===== src/rtl/mem_test_sequencer_if.sv =====
// DRAM user-port bundle between the memory test sequencer (master) and the memory controller (slave).
interface mem_test_sequencer_if #(
  parameter int unsigned DATA_WIDTH = 128,
  parameter int unsigned ADDR_WIDTH = 24
) ();

  logic [ADDR_WIDTH-1:0] o_dram_addr;
  logic                  o_dram_wr_en;
  logic                  o_dram_rd_en;
  logic [DATA_WIDTH-1:0] o_dram_wr_data;
  logic                  i_dram_ready;
  logic                  i_dram_rd_valid;
  logic [DATA_WIDTH-1:0] i_dram_rd_data;

  modport master (
    output o_dram_addr, o_dram_wr_en, o_dram_rd_en, o_dram_wr_data,
    input  i_dram_ready, i_dram_rd_valid, i_dram_rd_data
  );

  modport slave (
    input  o_dram_addr, o_dram_wr_en, o_dram_rd_en, o_dram_wr_data,
    output i_dram_ready, i_dram_rd_valid, i_dram_rd_data
  );

endinterface


===== src/rtl/mem_test_sequencer.sv =====
// Write-then-read-back DRAM test sequencer with mismatch counting and first-error capture.
// Optional MEM_TEST_STOP_ON_ERROR_EN: the first mismatch halts read issue and drains outstanding responses.
module mem_test_sequencer #(
  parameter int unsigned DATA_WIDTH  = 128,
  parameter int unsigned ADDR_WIDTH  = 24,
  parameter int unsigned NUM_WORDS   = 1024,
  parameter int unsigned ADDR_STRIDE = 8
) (
  input  logic                   clk,
  input  logic                   i_rst,
  input  logic                   i_start,
  input  logic                   i_calib_done,
  output logic                   o_gen_rst,
  output logic                   o_get_write_data,
  output logic                   o_get_validation_data,
  input  logic [DATA_WIDTH-1:0]  i_write_data,
  input  logic [DATA_WIDTH-1:0]  i_validation_data,
  mem_test_sequencer_if.master   dram,
  output logic                   o_busy,
  output logic                   o_done,
  output logic                   o_error,
  output logic [15:0]            o_error_count,
  output logic [ADDR_WIDTH-1:0]  o_first_error_addr
);

  localparam int unsigned CNT_W = $clog2(NUM_WORDS + 1);
  localparam logic [CNT_W-1:0]      LAST_IDX = CNT_W'(NUM_WORDS - 1);
  localparam logic [ADDR_WIDTH-1:0] STRIDE   = ADDR_WIDTH'(ADDR_STRIDE);

  typedef enum logic [2:0] {
    S_IDLE, S_INIT, S_CALIB, S_WRITE, S_READ, S_DRAIN, S_DONE
  } state_t;

  state_t                r_state;
  logic [ADDR_WIDTH-1:0] r_addr;
  logic [ADDR_WIDTH-1:0] r_rsp_addr;
  logic [CNT_W-1:0]      r_wr_cnt;
  logic [CNT_W-1:0]      r_issue_cnt;
  logic [CNT_W-1:0]      r_resp_cnt;
  logic                  r_wr_en;
  logic                  r_rd_en;
  logic                  r_gen_rst;
  logic                  r_busy;
  logic                  r_done;
  logic                  r_error;
  logic [15:0]           r_err_cnt;
  logic [ADDR_WIDTH-1:0] r_first_err;

  logic w_wr_acc;
  logic w_rd_acc;
  logic w_rsp;
  logic w_mismatch;
  logic w_stop;

  assign w_wr_acc   = r_wr_en & dram.i_dram_ready;
  assign w_rd_acc   = r_rd_en & dram.i_dram_ready;
  assign w_rsp      = dram.i_dram_rd_valid & ((r_state == S_READ) | (r_state == S_DRAIN));
  assign w_mismatch = w_rsp & (dram.i_dram_rd_data != i_validation_data);

`ifdef MEM_TEST_STOP_ON_ERROR_EN
  assign w_stop = w_mismatch;
`else
  assign w_stop = 1'b0;
`endif

  always_ff @(posedge clk) begin
    if (i_rst) begin
      r_state     <= S_IDLE;
      r_addr      <= '0;
      r_rsp_addr  <= '0;
      r_wr_cnt    <= '0;
      r_issue_cnt <= '0;
      r_resp_cnt  <= '0;
      r_wr_en     <= 1'b0;
      r_rd_en     <= 1'b0;
      r_gen_rst   <= 1'b0;
      r_busy      <= 1'b0;
      r_done      <= 1'b0;
      r_error     <= 1'b0;
      r_err_cnt   <= '0;
      r_first_err <= '0;
    end else begin
      r_gen_rst <= 1'b0;
      case (r_state)
        S_IDLE, S_DONE: begin
          if (i_start) begin
            r_state     <= S_INIT;
            r_gen_rst   <= 1'b1;
            r_busy      <= 1'b1;
            r_addr      <= '0;
            r_rsp_addr  <= '0;
            r_wr_cnt    <= '0;
            r_issue_cnt <= '0;
            r_resp_cnt  <= '0;
            r_done      <= 1'b0;
            r_error     <= 1'b0;
            r_err_cnt   <= '0;
            r_first_err <= '0;
          end
        end
        S_INIT: r_state <= S_CALIB;
        S_CALIB: begin
          if (i_calib_done) begin
            r_state <= S_WRITE;
            r_wr_en <= 1'b1;
          end
        end
        S_WRITE: begin
          if (w_wr_acc) begin
            r_wr_cnt <= r_wr_cnt + CNT_W'(1);
            if (r_wr_cnt == LAST_IDX) begin
              r_addr  <= '0;
              r_wr_en <= 1'b0;
              r_rd_en <= 1'b1;
              r_state <= S_READ;
            end else begin
              r_addr <= r_addr + STRIDE;
            end
          end
        end
        S_READ: begin
          if (w_rd_acc) begin
            r_addr      <= r_addr + STRIDE;
            r_issue_cnt <= r_issue_cnt + CNT_W'(1);
            if (r_issue_cnt == LAST_IDX) begin
              r_rd_en <= 1'b0;
              r_state <= S_DRAIN;
            end
          end
          // An accept in the same cycle as the stopping mismatch is still counted above.
          if (w_stop) begin
            r_rd_en <= 1'b0;
            r_state <= S_DRAIN;
          end
        end
        S_DRAIN: begin
          if (r_resp_cnt == r_issue_cnt) begin
            r_state <= S_DONE;
            r_busy  <= 1'b0;
            r_done  <= 1'b1;
          end
        end
        default: r_state <= S_IDLE;
      endcase

      // Response checking runs alongside read issue and drain.
      if (w_rsp) begin
        r_resp_cnt <= r_resp_cnt + CNT_W'(1);
        r_rsp_addr <= r_rsp_addr + STRIDE;
        if (w_mismatch) begin
          r_error <= 1'b1;
          if (r_err_cnt != 16'hFFFF) r_err_cnt <= r_err_cnt + 16'd1;
          if (!r_error) r_first_err <= r_rsp_addr;
        end
      end
    end
  end

  assign o_gen_rst             = r_gen_rst | i_rst;
  assign o_get_write_data      = w_wr_acc;
  assign o_get_validation_data = w_rsp;
  assign dram.o_dram_addr      = r_addr;
  assign dram.o_dram_wr_en     = r_wr_en;
  assign dram.o_dram_rd_en     = r_rd_en;
  assign dram.o_dram_wr_data   = i_write_data;
  assign o_busy                = r_busy;
  assign o_done                = r_done;
  assign o_error               = r_error;
  assign o_error_count         = r_err_cnt;
  assign o_first_error_addr    = r_first_err;

endmodule


===== src/flat_wrapper.sv =====
// flat-port wrapper written by rule: the top's interface ports become plain ports
module mem_test_sequencer_flat 
#(
  parameter int unsigned DATA_WIDTH  = 128,
  parameter int unsigned ADDR_WIDTH  = 24,
  parameter int unsigned NUM_WORDS   = 1024,
  parameter int unsigned ADDR_STRIDE = 8
)
  (clk, i_rst, i_start, i_calib_done, o_gen_rst, o_get_write_data, o_get_validation_data, i_write_data, i_validation_data, o_busy, o_done, o_error, o_error_count, o_first_error_addr, dram_o_dram_addr, dram_o_dram_wr_en, dram_o_dram_rd_en, dram_o_dram_wr_data, dram_i_dram_ready, dram_i_dram_rd_valid, dram_i_dram_rd_data);
  mem_test_sequencer_if #(.DATA_WIDTH(DATA_WIDTH), .ADDR_WIDTH(ADDR_WIDTH)) dram_i ();
  input  logic clk;
  input  logic i_rst;
  input  logic i_start;
  input  logic i_calib_done;
  output logic o_gen_rst;
  output logic o_get_write_data;
  output logic o_get_validation_data;
  input  logic [DATA_WIDTH-1:0] i_write_data;
  input  logic [DATA_WIDTH-1:0] i_validation_data;
  output logic o_busy;
  output logic o_done;
  output logic o_error;
  output logic [15:0] o_error_count;
  output logic [ADDR_WIDTH-1:0] o_first_error_addr;
  output wire logic [$bits(dram_i.o_dram_addr)-1:0] dram_o_dram_addr;
  output wire logic [$bits(dram_i.o_dram_wr_en)-1:0] dram_o_dram_wr_en;
  output wire logic [$bits(dram_i.o_dram_rd_en)-1:0] dram_o_dram_rd_en;
  output wire logic [$bits(dram_i.o_dram_wr_data)-1:0] dram_o_dram_wr_data;
  input wire logic [$bits(dram_i.i_dram_ready)-1:0] dram_i_dram_ready;
  input wire logic [$bits(dram_i.i_dram_rd_valid)-1:0] dram_i_dram_rd_valid;
  input wire logic [$bits(dram_i.i_dram_rd_data)-1:0] dram_i_dram_rd_data;
  assign dram_o_dram_addr = dram_i.o_dram_addr;
  assign dram_o_dram_wr_en = dram_i.o_dram_wr_en;
  assign dram_o_dram_rd_en = dram_i.o_dram_rd_en;
  assign dram_o_dram_wr_data = dram_i.o_dram_wr_data;
  assign dram_i.i_dram_ready = dram_i_dram_ready;
  assign dram_i.i_dram_rd_valid = dram_i_dram_rd_valid;
  assign dram_i.i_dram_rd_data = dram_i_dram_rd_data;
  mem_test_sequencer #(.DATA_WIDTH(DATA_WIDTH), .ADDR_WIDTH(ADDR_WIDTH), .NUM_WORDS(NUM_WORDS), .ADDR_STRIDE(ADDR_STRIDE)) u_core (.clk(clk), .i_rst(i_rst), .i_start(i_start), .i_calib_done(i_calib_done), .o_gen_rst(o_gen_rst), .o_get_write_data(o_get_write_data), .o_get_validation_data(o_get_validation_data), .i_write_data(i_write_data), .i_validation_data(i_validation_data), .dram(dram_i), .o_busy(o_busy), .o_done(o_done), .o_error(o_error), .o_error_count(o_error_count), .o_first_error_addr(o_first_error_addr));
endmodule

===== config.mk =====
export PLATFORM = sky130hd
export DESIGN_NAME = mem_test_sequencer_flat
export DESIGN_NICKNAME = d
export VERILOG_FILES = /design/src/rtl/mem_test_sequencer_if.sv /design/src/rtl/mem_test_sequencer.sv /design/src/flat_wrapper.sv
export SDC_FILE = /design/constraint.sdc
export NUM_CORES = 1
export LEC_CHECK = 0
export ABC_AREA = 1
export BUFFER_PORTS_ARGS = -buffer_cell sky130_fd_sc_hd__clkbuf_2
export CORE_AREA = 5 5 225 227
export DETAILED_ROUTE_END_ITERATION = 12
export DIE_AREA = 0 0 230 232
export SLEW_MARGIN = 25
export SYNTH_ARGS = -nofsm -noshare
export SYNTH_HDL_FRONTEND = slang
export SYNTH_SLANG_ARGS = --single-unit

===== constraint.sdc =====
create_clock -name clk -period 3.9 [get_ports clk]
set_clock_uncertainty 0.15 [all_clocks]
set_input_delay 0.195 -clock clk [delete_from_list [all_inputs] [get_ports clk]]
set_output_delay 0.195 -clock clk [all_outputs]
set_load 0.02 [all_outputs]

==> impl_summary.txt <==
----------------------------------------------------
[Final layout]
  Fill cell instance count of the final layout ... between 5000 and 6000
  Share of cells above drive strength 1 ... 25.7%
  Fin cells ... approximately 2300
  Area added between synthesis and finish ... 20.1%
  NumNets Final ... slightly above 2000

[Place]
  I/O Buffers ... 330
  Final GP Congestion ... between 0.9 and 1
  Final HPWL DP ... 32700 µm
  Number of cells in the design after placement ... around 2200

[Synth]
  Flop and latch count out of synthesis ... ~120
  Synth cell count leaders ... sky130_fd_sc_hd__nand2_1 (346), sky130_fd_sc_hd__inv_1 (148), sky130_fd_sc_hd__nor2_1 (134), sky130_fd_sc_hd__buf_4 (132), sky130_fd_sc_hd__dfxtp_1 (124)
  Synthesized instance count ... approximately 1400
  Top-area cell type share of the netlist area ... 26.1%
  Library cells used by synthesis ... between 50 and 60
  Synth area leaders ... sky130_fd_sc_hd__dfxtp_1 (26%), sky130_fd_sc_hd__nand2_1 (14%), sky130_fd_sc_hd__xnor2_1 (11%)
  Synth Flop Type ... sky130_fd_sc_hd__dfxtp_1
  Proportion of register bits with asynchronous set or reset after synthesis ... 0%
  Syn avg cell area ... 6.67 µm²
  Most area-hungry cell type in the Yosys netlist ... sky130_fd_sc_hd__dfxtp_1
  Count leader, synth ... sky130_fd_sc_hd__nand2_1
  Synth warn ... 0
  Post-synthesis instance area ... ~9500 µm²
  Sequential cell area fraction in the yosys report ... 26.1%
  Number of synthesized flops with an enable pin ... 0

[Global route]
  Most used routing layer in global routing ... met2
  Maximum number of pins on one net before global-route repair ... 45
  Global router's overall resource usage ... 13.8%
  GR Layer Usage met2 ... between 20 and 25%
  Number of antenna violations at the first check in global routing ... 2
  Global routing met3 resource utilization ... under 10%
  Met1 routing resource usage after global routing ... 16.5%
  Grt ovf ... 0
  Number of global-route vias before repair ... 8609
  Wire length of the first global-routing pass ... between 50000 and 60000 µm

[Timing]
  Fin. max-slew vios ... 0
  Highest clock frequency the design can meet ... between 0.3 and 0.4 GHz
  Post-layout min period ... ~2700 ps
  Unrepaired setup endpoints after global routing ... no
  Setup TNS Final ... 0 ps
  Slew Limit Headroom ... around a third
  Slew at the pin with the worst max-slew slack ... about 1000 ps
  Post-route clock period utilization ... 68.3%
  Final Setup Violations ... 0
  Hold Violations, Final ... 0

[Floorplanning]
  Die span in x ... about 230 µm
  Die Y ... between 200 and 250 µm
  Number of rows in the core area ... 81
  Initial core utilization ... 19.6%
  Die area ... roughly 53000 µm²
  CORE AREA ... 48400 µm²
  I/O pin count ... 590

[Setup path]
  Arrival time of data at the critical path endpoint ... roughly 2300 ps
  Category of the critical setup timing path ... reg -> out
  Sort of element at the start of the critical path ... flop
  Worst Path Required ... 3560 ps
  FF-to-FF path depth ... 8
  Kind of end point of the critical path ... output pin
  Highest net fanout along the worst path ... 26

[Clocking]
  Number of levels in the clock H-tree ... 4
  Number of hold-repair buffers added at the cts stage ... 1
  Number of buffers created by CTS ... 17
  Maximum buffer depth of the clock tree ... 2
  Number of setup buffers added after CTS ... 0
  CTS root buffer ... sky130_fd_sc_hd__clkbuf_16
  Cells resized by post-CTS repair ... 0
  Source-to-sink clock delay at the later pin of the worst-skew pair ... between 400 and 500 ps
  Clock tree from TritonCTS ... built
  Number of sinks on the clock net ... around 120
  Clock slew at the register clock pins of the worst setup and hold paths ... 50 ps

[Pwr]
  Power density over the cells ... 351 nW/µm²
  Static leakage ... 4.83 nW
  Worst supply voltage drop on vdd ... just over 0.3 mV

[Route]
  Mean number of vias per cell ... roughly 4.1
  Average wire per standard cell ... about 17 µm
  Vias after detailed routing ... a little over 9000
  Final wirelength ... slightly below 40000 µm
  Residual antenna-violating net count after detailed routing ... 0
  Initial drt markers ... between 500 and 600
  First-pass iteration count of the detailed router ... 5
  DRC Markers ... 0

[Hold path]
  Worst hold path type ... in -> reg
  Worst hold path stage count ... 4

[Run status]
  Outcome ... complete, no violations

[Run]
  Number of violations of the max-capacitance limit ... 0

----------------------------------------------------
## critical path, stage by stage, from the launching register on
cell	delay, ps
sky130_fd_sc_hd__dfxtp_1	380
sky130_fd_sc_hd__inv_2	90
sky130_fd_sc_hd__nor2_2	190
sky130_fd_sc_hd__nand2_2	210
sky130_fd_sc_hd__inv_2	440
sky130_fd_sc_hd__buf_4	350
sky130_fd_sc_hd__clkbuf_2	220
## worst paths after layout
path	start	to	slack (ps)
hold / removal	i_start	u_core.o_error_count[3]	80
hold reg to reg	u_core.o_first_error_addr[1]	u_core.o_first_error_addr[1]	310
setup / recovery	u_core.r_state[2]	o_get_validation_data	1240
setup reg to reg	u_core.r_state[2]	u_core.r_resp_cnt[10]	1460
## per-layer routing
metal  part of all wire, %  vias to the layer above
li1                      -                     4787
met1                    40                     4173
met2                    46                      296
met3                   9.7                       83
met4                   4.3                        2
met5                 0.028                        -
## sequential cells by signal, summed over array words and instances, names as in the netlist, 3 cells and up
signal,count
u_core.o_first_error_addr,24
u_core.o_error_count,16
u_core.r_resp_cnt,11
u_core.r_state,3
u_core.r_issue_cnt,11
u_core.r_wr_cnt,11
u_core.r_rsp_addr,21
u_core.dram.o_dram_addr,21
## logic make-up after synthesis
| family | after synthesis | share of synthesized area, % |
|---|---|---|
| AND/OR/NAND/NOR | 653 | 31.2 |
| flip-flops | 124 | 26.1 |
| adder cells (fa/ha/maj) | 6 | 0.791 |
| buffers and inverters | 324 | 18.5 |
| XOR/XNOR | 132 | 12.2 |
| AO/OA/AOI/OAI | 184 | 11.1 |
| other | 1 | 0.0395 |
## power breakdown
group / internal (mW) / total [mW] / switching, mW / leakage, nW
clock: 0.973 / 1.58 / 0.605 / 0.277
combinational: 0.366 / 1.08 / 0.716 / 3.55
sequential: 1.30 / 1.35 / 0.0451 / 1.00
## placed cells by master (no fill, tap or decap), types with 3 or more instances in the layout
cell type / synthesis / routed
sky130_fd_sc_hd__ha_1: 6 / 6
sky130_fd_sc_hd__a211oi_1: 5 / 5
sky130_fd_sc_hd__a22oi_1: 3 / 3
sky130_fd_sc_hd__a21oi_1: 83 / 83
sky130_fd_sc_hd__clkbuf_2: 0 / 330
sky130_fd_sc_hd__a311oi_1: 3 / 3
sky130_fd_sc_hd__nor2_2: 5 / 5
sky130_fd_sc_hd__xor2_1: 13 / 13
sky130_fd_sc_hd__nand2_1: 346 / 346
sky130_fd_sc_hd__clkbuf_1: 15 / 3
sky130_fd_sc_hd__nand2_2: 4 / 4
sky130_fd_sc_hd__buf_4: 132 / 6
sky130_fd_sc_hd__nor3b_1: 3 / 3
sky130_fd_sc_hd__clkinv_2: 0 / 3
sky130_fd_sc_hd__o22ai_1: 4 / 4
sky130_fd_sc_hd__dfxtp_1: 124 / 124
sky130_fd_sc_hd__xnor2_1: 119 / 119
sky130_fd_sc_hd__inv_2: 7 / 7
sky130_fd_sc_hd__o21ai_1: 3 / 3
sky130_fd_sc_hd__o211ai_1: 3 / 3
sky130_fd_sc_hd__clkinvlp_4: 0 / 3
sky130_fd_sc_hd__inv_1: 148 / 148
sky130_fd_sc_hd__a31oi_1: 3 / 3
sky130_fd_sc_hd__nand3_1: 76 / 76
sky130_fd_sc_hd__clkbuf_16: 0 / 17
sky130_fd_sc_hd__a221oi_1: 6 / 6
sky130_fd_sc_hd__nor2_1: 134 / 134
sky130_fd_sc_hd__nand2_4: 7 / 7
sky130_fd_sc_hd__o31ai_1: 3 / 3
sky130_fd_sc_hd__a21boi_0: 5 / 5
sky130_fd_sc_hd__o21ai_0: 54 / 54
sky130_fd_sc_hd__nor3_1: 22 / 22
sky130_fd_sc_hd__conb_1: 1 / 3
sky130_fd_sc_hd__nand4_1: 23 / 23
sky130_fd_sc_hd__nor3_2: 6 / 6
sky130_fd_sc_hd__or2_2: 3 / 3
sky130_fd_sc_hd__nor2_4: 11 / 11
## layout make-up
type | instances | area (µm²) | area share, %
Inverter | 157 | 592 | 5.19
Multi-Input combinational cell | 978 | 5260 | 46.2
Timing Repair Buffer | 337 | 1710 | 15.0
Tap cell | 622 | 778 | 6.82
Sequential cell | 124 | 2480 | 21.8
Clock inverter | 10 | 115 | 1.01
Clock buffer | 22 | 464 | 4.07
Antenna cell | 1 | 2.50 | 0.0219
## per-stage QoR
step	area (µm²)	total power, mW	util [%]	hold WS, ps	setup WS [ps]
after global placement	10800	2.47	22.3	240	1210
after CTS	11400	4.04	23.5	53.3	1200
after global routing	11400	4.21	23.5	83.0	1050
after floorplan	9500	2.31	-	192	1860
final	11400	4.01	23.5	79.7	1240
after detailed placement	10800	2.47	22.3	240	1250
Power figures use the tool's default switching activity.
